### src/rtl/gb_cpu_common_pkg.sv
// Shared CPU-side definitions: IO/HRAM address map, interrupt bit positions and TAC clock selection.
package gb_cpu_common_pkg;

    localparam logic [15:0] ADDR_DIV       = 16'hFF04;
    localparam logic [15:0] ADDR_TIMA      = 16'hFF05;
    localparam logic [15:0] ADDR_TMA       = 16'hFF06;
    localparam logic [15:0] ADDR_TAC       = 16'hFF07;
    localparam logic [15:0] ADDR_IF        = 16'hFF0F;
    localparam logic [15:0] ADDR_HRAM_BASE = 16'hFF80;
    localparam logic [15:0] ADDR_HRAM_END  = 16'hFFFE;

    typedef enum logic [2:0] {
        IRQ_VBLANK = 3'd0,
        IRQ_STAT   = 3'd1,
        IRQ_TIMER  = 3'd2,
        IRQ_SERIAL = 3'd3,
        IRQ_JOYPAD = 3'd4
    } irq_bit_t;

    typedef enum logic [1:0] {
        TAC_CLK_4096   = 2'b00,
        TAC_CLK_262144 = 2'b01,
        TAC_CLK_65536  = 2'b10,
        TAC_CLK_16384  = 2'b11
    } tac_clk_sel_t;

    // Bit of the 16-bit system counter whose falling edge clocks TIMA.
    function automatic logic [3:0] tac_sys_bit(input tac_clk_sel_t sel);
        logic [3:0] idx;
        case (sel)
            TAC_CLK_262144: idx = 4'd3;
            TAC_CLK_65536:  idx = 4'd5;
            TAC_CLK_16384:  idx = 4'd7;
            default:        idx = 4'd9;
        endcase
        return idx;
    endfunction

endpackage

### src/rtl/gb_timer.sv
// DMG-style timer: system counter (DIV), TIMA/TMA/TAC, falling-edge tick detect and overflow reload.
// Optional macro GB_TIMA_RELOAD_DELAY_EN adds the one-cycle TIMA=0x00 window before reload.
module gb_timer
    import gb_cpu_common_pkg::*;
(
    input  logic       clk,
    input  logic       rst_n,
    input  logic       wr_div_i,
    input  logic       wr_tima_i,
    input  logic       wr_tma_i,
    input  logic       wr_tac_i,
    input  logic [7:0] wdata_i,
    output logic [7:0] div_o,
    output logic [7:0] tima_o,
    output logic [7:0] tma_o,
    output logic [2:0] tac_o,
    output logic       timer_irq_o
);

    logic [15:0] sys_q, sys_d;
    logic [7:0]  tima_q, tima_d;
    logic [7:0]  tma_q, tma_d;
    logic [2:0]  tac_q, tac_d;
    logic        t_prev_q, t_prev_d;
    logic        t_now;
    logic        tick;
    logic [7:0]  reload_val;
`ifdef GB_TIMA_RELOAD_DELAY_EN
    logic        pend_q, pend_d;
    logic        reloaded_q, reloaded_d;
`endif

    always_comb begin
        // NOTE: every signal written here gets a default first, so no path can infer a latch.
        sys_d       = wr_div_i ? 16'h0000 : sys_q + 16'd4;
        tma_d       = wr_tma_i ? wdata_i : tma_q;
        tac_d       = wr_tac_i ? wdata_i[2:0] : tac_q;
        t_now       = tac_q[2] & sys_q[tac_sys_bit(tac_clk_sel_t'(tac_q[1:0]))];
        t_prev_d    = t_now;
        tick        = t_prev_q & ~t_now;
        reload_val  = tma_d;
        tima_d      = tima_q;
        timer_irq_o = 1'b0;
`ifdef GB_TIMA_RELOAD_DELAY_EN
        pend_d      = 1'b0;
        reloaded_d  = 1'b0;
        // Pending cycle shows 0x00; a CPU write here cancels both reload and interrupt.
        if (pend_q) begin
            if (wr_tima_i) begin
                tima_d = wdata_i;
            end else begin
                tima_d      = reload_val;
                timer_irq_o = 1'b1;
                reloaded_d  = 1'b1;
            end
        end else if (wr_tima_i && !reloaded_q) begin
            tima_d = wdata_i;
        end else if (tick) begin
            if (tima_q == 8'hFF) begin
                tima_d = 8'h00;
                pend_d = 1'b1;
            end else begin
                tima_d = tima_q + 8'd1;
            end
        end
`else
        if (wr_tima_i) begin
            tima_d = wdata_i;
        end else if (tick) begin
            if (tima_q == 8'hFF) begin
                tima_d      = reload_val;
                timer_irq_o = 1'b1;
            end else begin
                tima_d = tima_q + 8'd1;
            end
        end
`endif
    end

    // NOTE: state registers use non-blocking assignments so every flop samples pre-edge values.
    always_ff @(posedge clk or negedge rst_n) begin
        if (!rst_n) begin
            sys_q      <= 16'h0000;
            tima_q     <= 8'h00;
            tma_q      <= 8'h00;
            tac_q      <= 3'b000;
            t_prev_q   <= 1'b0;
`ifdef GB_TIMA_RELOAD_DELAY_EN
            pend_q     <= 1'b0;
            reloaded_q <= 1'b0;
`endif
        end else begin
            sys_q      <= sys_d;
            tima_q     <= tima_d;
            tma_q      <= tma_d;
            tac_q      <= tac_d;
            t_prev_q   <= t_prev_d;
`ifdef GB_TIMA_RELOAD_DELAY_EN
            pend_q     <= pend_d;
            reloaded_q <= reloaded_d;
`endif
        end
    end

    assign div_o  = sys_q[15:8];
    assign tima_o = tima_q;
    assign tma_o  = tma_q;
    assign tac_o  = tac_q;

endmodule

### src/rtl/gb_io_hram_responder.sv
// Bus responder for HRAM, IF and the timer registers; registered read data, IF interrupt flags.
// Build option GB_TIMA_RELOAD_DELAY_EN selects the delayed TIMA reload inside gb_timer.
module gb_io_hram_responder
    import gb_cpu_common_pkg::*;
#(
    parameter int HRAM_DEPTH = 127
) (
    input  logic        clk,
    input  logic        rst_n,
    input  logic [15:0] addr_i,
    input  logic [7:0]  wdata_i,
    input  logic        wr_i,
    input  logic        rd_i,
    output logic        sel_o,
    output logic [7:0]  rdata_o,
    output logic        rvalid_o,
    input  logic [4:0]  irq_req_i,
    input  logic [4:0]  irq_ack_i,
    output logic [4:0]  if_o
);

    localparam logic [7:0] HRAM_LIMIT = 8'(HRAM_DEPTH);

    logic       sel_tmr, sel_if, sel_hram;
    logic [6:0] hram_idx;
    logic       wr_en;
    logic [7:0] hram_q [HRAM_DEPTH];
    logic [4:0] if_q, if_d, if_set;
    logic [7:0] rdata_q, rdata_d, rd_val;
    logic       rvalid_q, rvalid_d;
    logic [7:0] div, tima, tma;
    logic [2:0] tac;
    logic       timer_irq;

    assign hram_idx = addr_i[6:0];
    assign sel_tmr  = (addr_i[15:2] == ADDR_DIV[15:2]);
    assign sel_if   = (addr_i == ADDR_IF);
    assign sel_hram = (addr_i[15:7] == ADDR_HRAM_BASE[15:7]) && ({1'b0, hram_idx} < HRAM_LIMIT);
    assign sel_o    = sel_tmr | sel_if | sel_hram;
    assign wr_en    = wr_i & sel_o;

    gb_timer u_timer (
        .clk         (clk),
        .rst_n       (rst_n),
        .wr_div_i    (wr_en && sel_tmr && (addr_i[1:0] == ADDR_DIV[1:0])),
        .wr_tima_i   (wr_en && sel_tmr && (addr_i[1:0] == ADDR_TIMA[1:0])),
        .wr_tma_i    (wr_en && sel_tmr && (addr_i[1:0] == ADDR_TMA[1:0])),
        .wr_tac_i    (wr_en && sel_tmr && (addr_i[1:0] == ADDR_TAC[1:0])),
        .wdata_i     (wdata_i),
        .div_o       (div),
        .tima_o      (tima),
        .tma_o       (tma),
        .tac_o       (tac),
        .timer_irq_o (timer_irq)
    );

    // NOTE: HRAM contents survive reset, so the array lives in a clock-only process with no reset term.
    always_ff @(posedge clk) begin
        if (wr_en && sel_hram) begin
            hram_q[hram_idx] <= wdata_i;
        end
    end

    // Read value is taken before this cycle's write lands, so rd&wr returns the old contents.
    always_comb begin
        rd_val = 8'h00;
        if (sel_hram) begin
            rd_val = hram_q[hram_idx];
        end else if (sel_if) begin
            rd_val = {3'b111, if_q};
        end else begin
            case (addr_i[1:0])
                2'd0:    rd_val = div;
                2'd1:    rd_val = tima;
                2'd2:    rd_val = tma;
                default: rd_val = {5'b11111, tac};
            endcase
        end
        rvalid_d = rd_i & sel_o;
        rdata_d  = rvalid_d ? rd_val : rdata_q;
    end

    // Per-bit priority: request/timer set beats CPU write, which beats dispatch ack.
    always_comb begin
        if_set            = irq_req_i;
        if_set[IRQ_TIMER] = timer_irq;
        if_d              = if_q;
        for (int i = 0; i < 5; i++) begin
            if (if_set[i]) begin
                if_d[i] = 1'b1;
            end else if (wr_en && sel_if) begin
                if_d[i] = wdata_i[i];
            end else if (irq_ack_i[i]) begin
                if_d[i] = 1'b0;
            end
        end
    end

    always_ff @(posedge clk or negedge rst_n) begin
        if (!rst_n) begin
            if_q     <= 5'h00;
            rdata_q  <= 8'h00;
            rvalid_q <= 1'b0;
        end else begin
            if_q     <= if_d;
            rdata_q  <= rdata_d;
            rvalid_q <= rvalid_d;
        end
    end

    assign rdata_o  = rdata_q;
    assign rvalid_o = rvalid_q;
    assign if_o     = if_q;

endmodule

### config.mk
export PLATFORM = sky130hd
export DESIGN_NAME = gb_io_hram_responder
export DESIGN_NICKNAME = d
export VERILOG_FILES = /design/src/rtl/gb_cpu_common_pkg.sv /design/src/rtl/gb_timer.sv /design/src/rtl/gb_io_hram_responder.sv
export SDC_FILE = /design/constraint.sdc
export NUM_CORES = 1
export LEC_CHECK = 0
export ABC_AREA = 1
export ABC_CLOCK_PERIOD_IN_PS = 2000
export CORE_MARGIN = 10
export CORE_UTILIZATION = 40
export DETAILED_ROUTE_END_ITERATION = 8
export PLACE_DENSITY = 0.61
export SLEW_MARGIN = 20
export SYNTH_ARGS = -nofsm -noshare
export SYNTH_HDL_FRONTEND = slang
export SYNTH_SLANG_ARGS = --single-unit
### constraint.sdc
create_clock -name clk -period 2 [get_ports clk]
set_input_delay 0.5 -clock clk [delete_from_list [all_inputs] [get_ports clk]]
set_output_delay 0.5 -clock clk [all_outputs]
set_load 0.01 [all_outputs]
==> flow_summary.toml <==
[floorplan]
start_util = 0.4018
num_rows = 121
die_w_um = 350.2
core_region_area_um2 = 108600
die_h_um = 350.2
num_io_pins = 53
dieArea_um2 = 122700

[yosys]
synth_top_area_frac = 0.6995
syn_nets = 3927
syn_area_um2 = 43620
syn_avg_cell_area_um2 = 11.22
synth_edf_count = 1016
synthArstFlopShare = 0.04511
netlist_top_cells_area = "edfxtp_1 (70%), nand2_1 (14%), nand3_1 (2.9%)"
synth_top_cell_by_area = "edfxtp_1"
synth_warnings = 0
seq_area_frac_synth = 0.7270
yosysMostFrequentCell = "nand2_1"
synth-main-ff-cell = "edfxtp_1"
synth-seq-cells = 1064
ys_types = 42
synthCells = 3887
yosys-top-cells-count = "nand2_1 (1569), edfxtp_1 (1016), nor2_1 (313)"

[timing]
clock.fmax_mhz = 514.1
setup_violations = 0
fin_crit_ns = 1.945
finalClockSkew_ns = 0.02344
final.setup.tns_ns = 0
min_period_over_period = 0.9725
worst_pin_slew_ns = 0.6464
slew_headroom = 0.5690
hold_viol = 0
drv_slew = 0

[cells_and_area]
finalCoreUtilization = 0.4965
register_area_um2 = 31710
finalNetCount = 4308
num-fill-cells = 9456
stdcell_area_um2 = 53900
drive_gt1_frac = 0.1768
instances_no_fill = 5769
syn2layout_area_growth_pct = 23.57
multi_input_area_um2 = 11380
n_antenna_cell = 0

[clock_network]
cts.sinks = 1064
htree_levels = 3
cts_tree = "done"
root_buffer = "clkbuf_16"
clkLatencyLatePin_ns = 0.68
numCtsBuffers = 108
cts.clk_slew.worst_paths_ns = 0.06
clock_path_buffers = 3

[global_route]
grt_pass1_vias = 29587
overflow = 0
antenna_found_initial = 1
grt_max_degree = 87
grt_pass1_wl_um = 188200
grtUsageTotal = 0.2029

[placement]
dpl.cell_count = 5555
place.detailed.hpwl_um = 84110
gp_congestion = 0.9146
portBuffers = 51
placed_area_um2 = 50120

[setup_path]
crit_path_start_kind = "flop"
endpoint_kind = "output port"
slowest_stage = "dfrtp_1"
worstSetupPathType = "flop to output port"
max_stage_delay_ns = 0.44
ff2ff_setup_slack_ns = 0.14
reg2reg_depth = 13
critical_path.top_delay_family = "flip-flops"
cp.required_ns = 1.50
cp.buffers_inverters = 1
crit_start = "rdata_o[1]"
path_max_fanout = 2
arrival_ns = 1.45
worstPathCellList = "dlygate4sd2_1"
r2r-start = "hram_q[111][0]"
r2r-end = "rdata_o[0]"

[power_and_ir_drop]
pwr_density_cell_nw_per_um2 = 883.6
switching_share = 0.2233
clockPowerShare = 0.418
power_w = 0.04762
peakVddDrop_v = 0.0008335
power.leakage_nw = 20.21
power_frac_comb = 0.068
internal_power_w = 0.03699
switchingPower_w = 0.01063
pwr-share-seq = 0.513

[routing]
drt_pass1_iterations = 6
drt_iter0_drc = 3209
ant_nets = 0
vias_per_cell = 5.214
wl_per_cell_um = 21.81
vias = 30079
drc_errors = 0
wirelength_um = 125800

[min_path]
worstHoldEndpoint = "hram_q[96][5]"
hold-path-cell-count = 1
min_from = "wdata_i[5]"
hp-class = "input port to flop"

[status]
status = "finished clean"

[run]
cap_violations = 0
[power by group through the flow]
| stage | clock network [W] | logic [W] | registers [W] |
|---|---|---|---|
| 2_1_floorplan | 0 | 0.00134 | 0.0249 |
| 3_3_place_gp | 0 | 0.00320 | 0.0249 |
| 3_5_place_dp | 0 | 0.00321 | 0.0249 |
| 4_1_cts | 0.0202 | 0.00323 | 0.0244 |
| 5_1_grt | 0.0211 | 0.00350 | 0.0244 |
| 6_report | 0.0199 | 0.00325 | 0.0245 |
[per-stage QoR]
stage / worst slack, ns / hold WS (ns)
finish: 0.05499 / 0.2114
global route: -0.01548 / 0.2006
CTS: -0.03523 / 0.1835
detailed placement: -0.9424 / 0.4683
global placement: -0.9525 / 0.4717
floorplan: -0.2073 / 0.2044
[cell usage in the layout, fill, tap and decap left out, types with 5 or more instances in the layout]
master / instances
clkinv_2: 15
nor2_4: 86
a22oi_1: 8
inv_4: 5
clkbuf_2: 7
nand4_1: 124
nor3_1: 9
o21ai_1: 12
inv_6: 5
nand2_1: 1553
clkinvlp_4: 6
buf_4: 296
clkbuf_16: 109
nand3_1: 251
dfrtp_1: 47
buf_6: 12
clkbuf_1: 21
nor2_1: 177
dlygate4sd2_1: 14
nand2_2: 17
clkinv_1: 26
nor2_2: 53
clkdlybuf4s50_1: 11
a21oi_1: 133
inv_1: 124
o21ai_0: 16
buf_12: 118
edfxtp_1: 1016
bufinv_16: 12
[final cells by class]
type / instances / share of cell area
inverters: 133 / 0.009634
clock buffers: 130 / 0.05207
flip-flops and latches: 1064 / 0.5884
well taps: 1414 / 0.03282
clock inverters: 67 / 0.01223
repair buffers: 466 / 0.09374
multi-input cells: 2495 / 0.2112
[cells by family after synthesis]
group,share of synthesized area
fa+ha+maj,0.0005736
buf+inv,0.03210
flops,0.7270
simple gates,0.2145
compound gates,0.02441
xor+xnor,0.001406
[repair_timing]
action                                  in CTS  in global routing
endpoints found under the setup margin     822                122
pin swaps                                   19                 10
cloned                                       0                  0
resized for setup                           83                 39
setup buffers                               12                  4
hold endpoints to repair                    48                  0
hold buffers                                 1                  0
[state kept, by name (all words and copies together), names as in the netlist]
signal and count:
hram_q 1016, u_timer.sys_q 14, rdata_o 8, u_timer.tima_o 8, u_timer.tma_o 8, if_o 5, u_timer.tac_o 3, rvalid_o 1
u_timer.t_prev_q 1
[worst max path at each step]
stage | to | depth (start not counted) | slack, ns
6_report | rdata_o[1] | 1 | 0.05
5_1_grt | sel_o | 7 | -0.02
4_1_cts | sel_o | 8 | -0.04
3_5_place_dp | hram_q[13][1] | 9 | -0.94
3_3_place_gp | rdata_o[3] | 16 | -0.95
2_1_floorplan | hram_q[47][0] | 5 | -0.21
[worst reg2reg max path, delay by kind of cell (launching register included)]
family	cells	cell delay, ns
buf+inv	1	0.13
simple gates	12	1.25
flops	1	0.37
[layer usage]
metal / wire length, µm / track usage / part of all wire / up-vias
met5: 0 / 0 / 0 / -
met2: 59770 / 0.3340 / 0.48 / 1102
met3: 8166 / 0.02662 / 0.065 / 240
met1: 53100 / 0.2740 / 0.42 / 14639
li1: - / - / - / 14098
met4: 4795 / 0.07529 / 0.038 / 0
No activity file was read; power rests on OpenSTA's default activity.
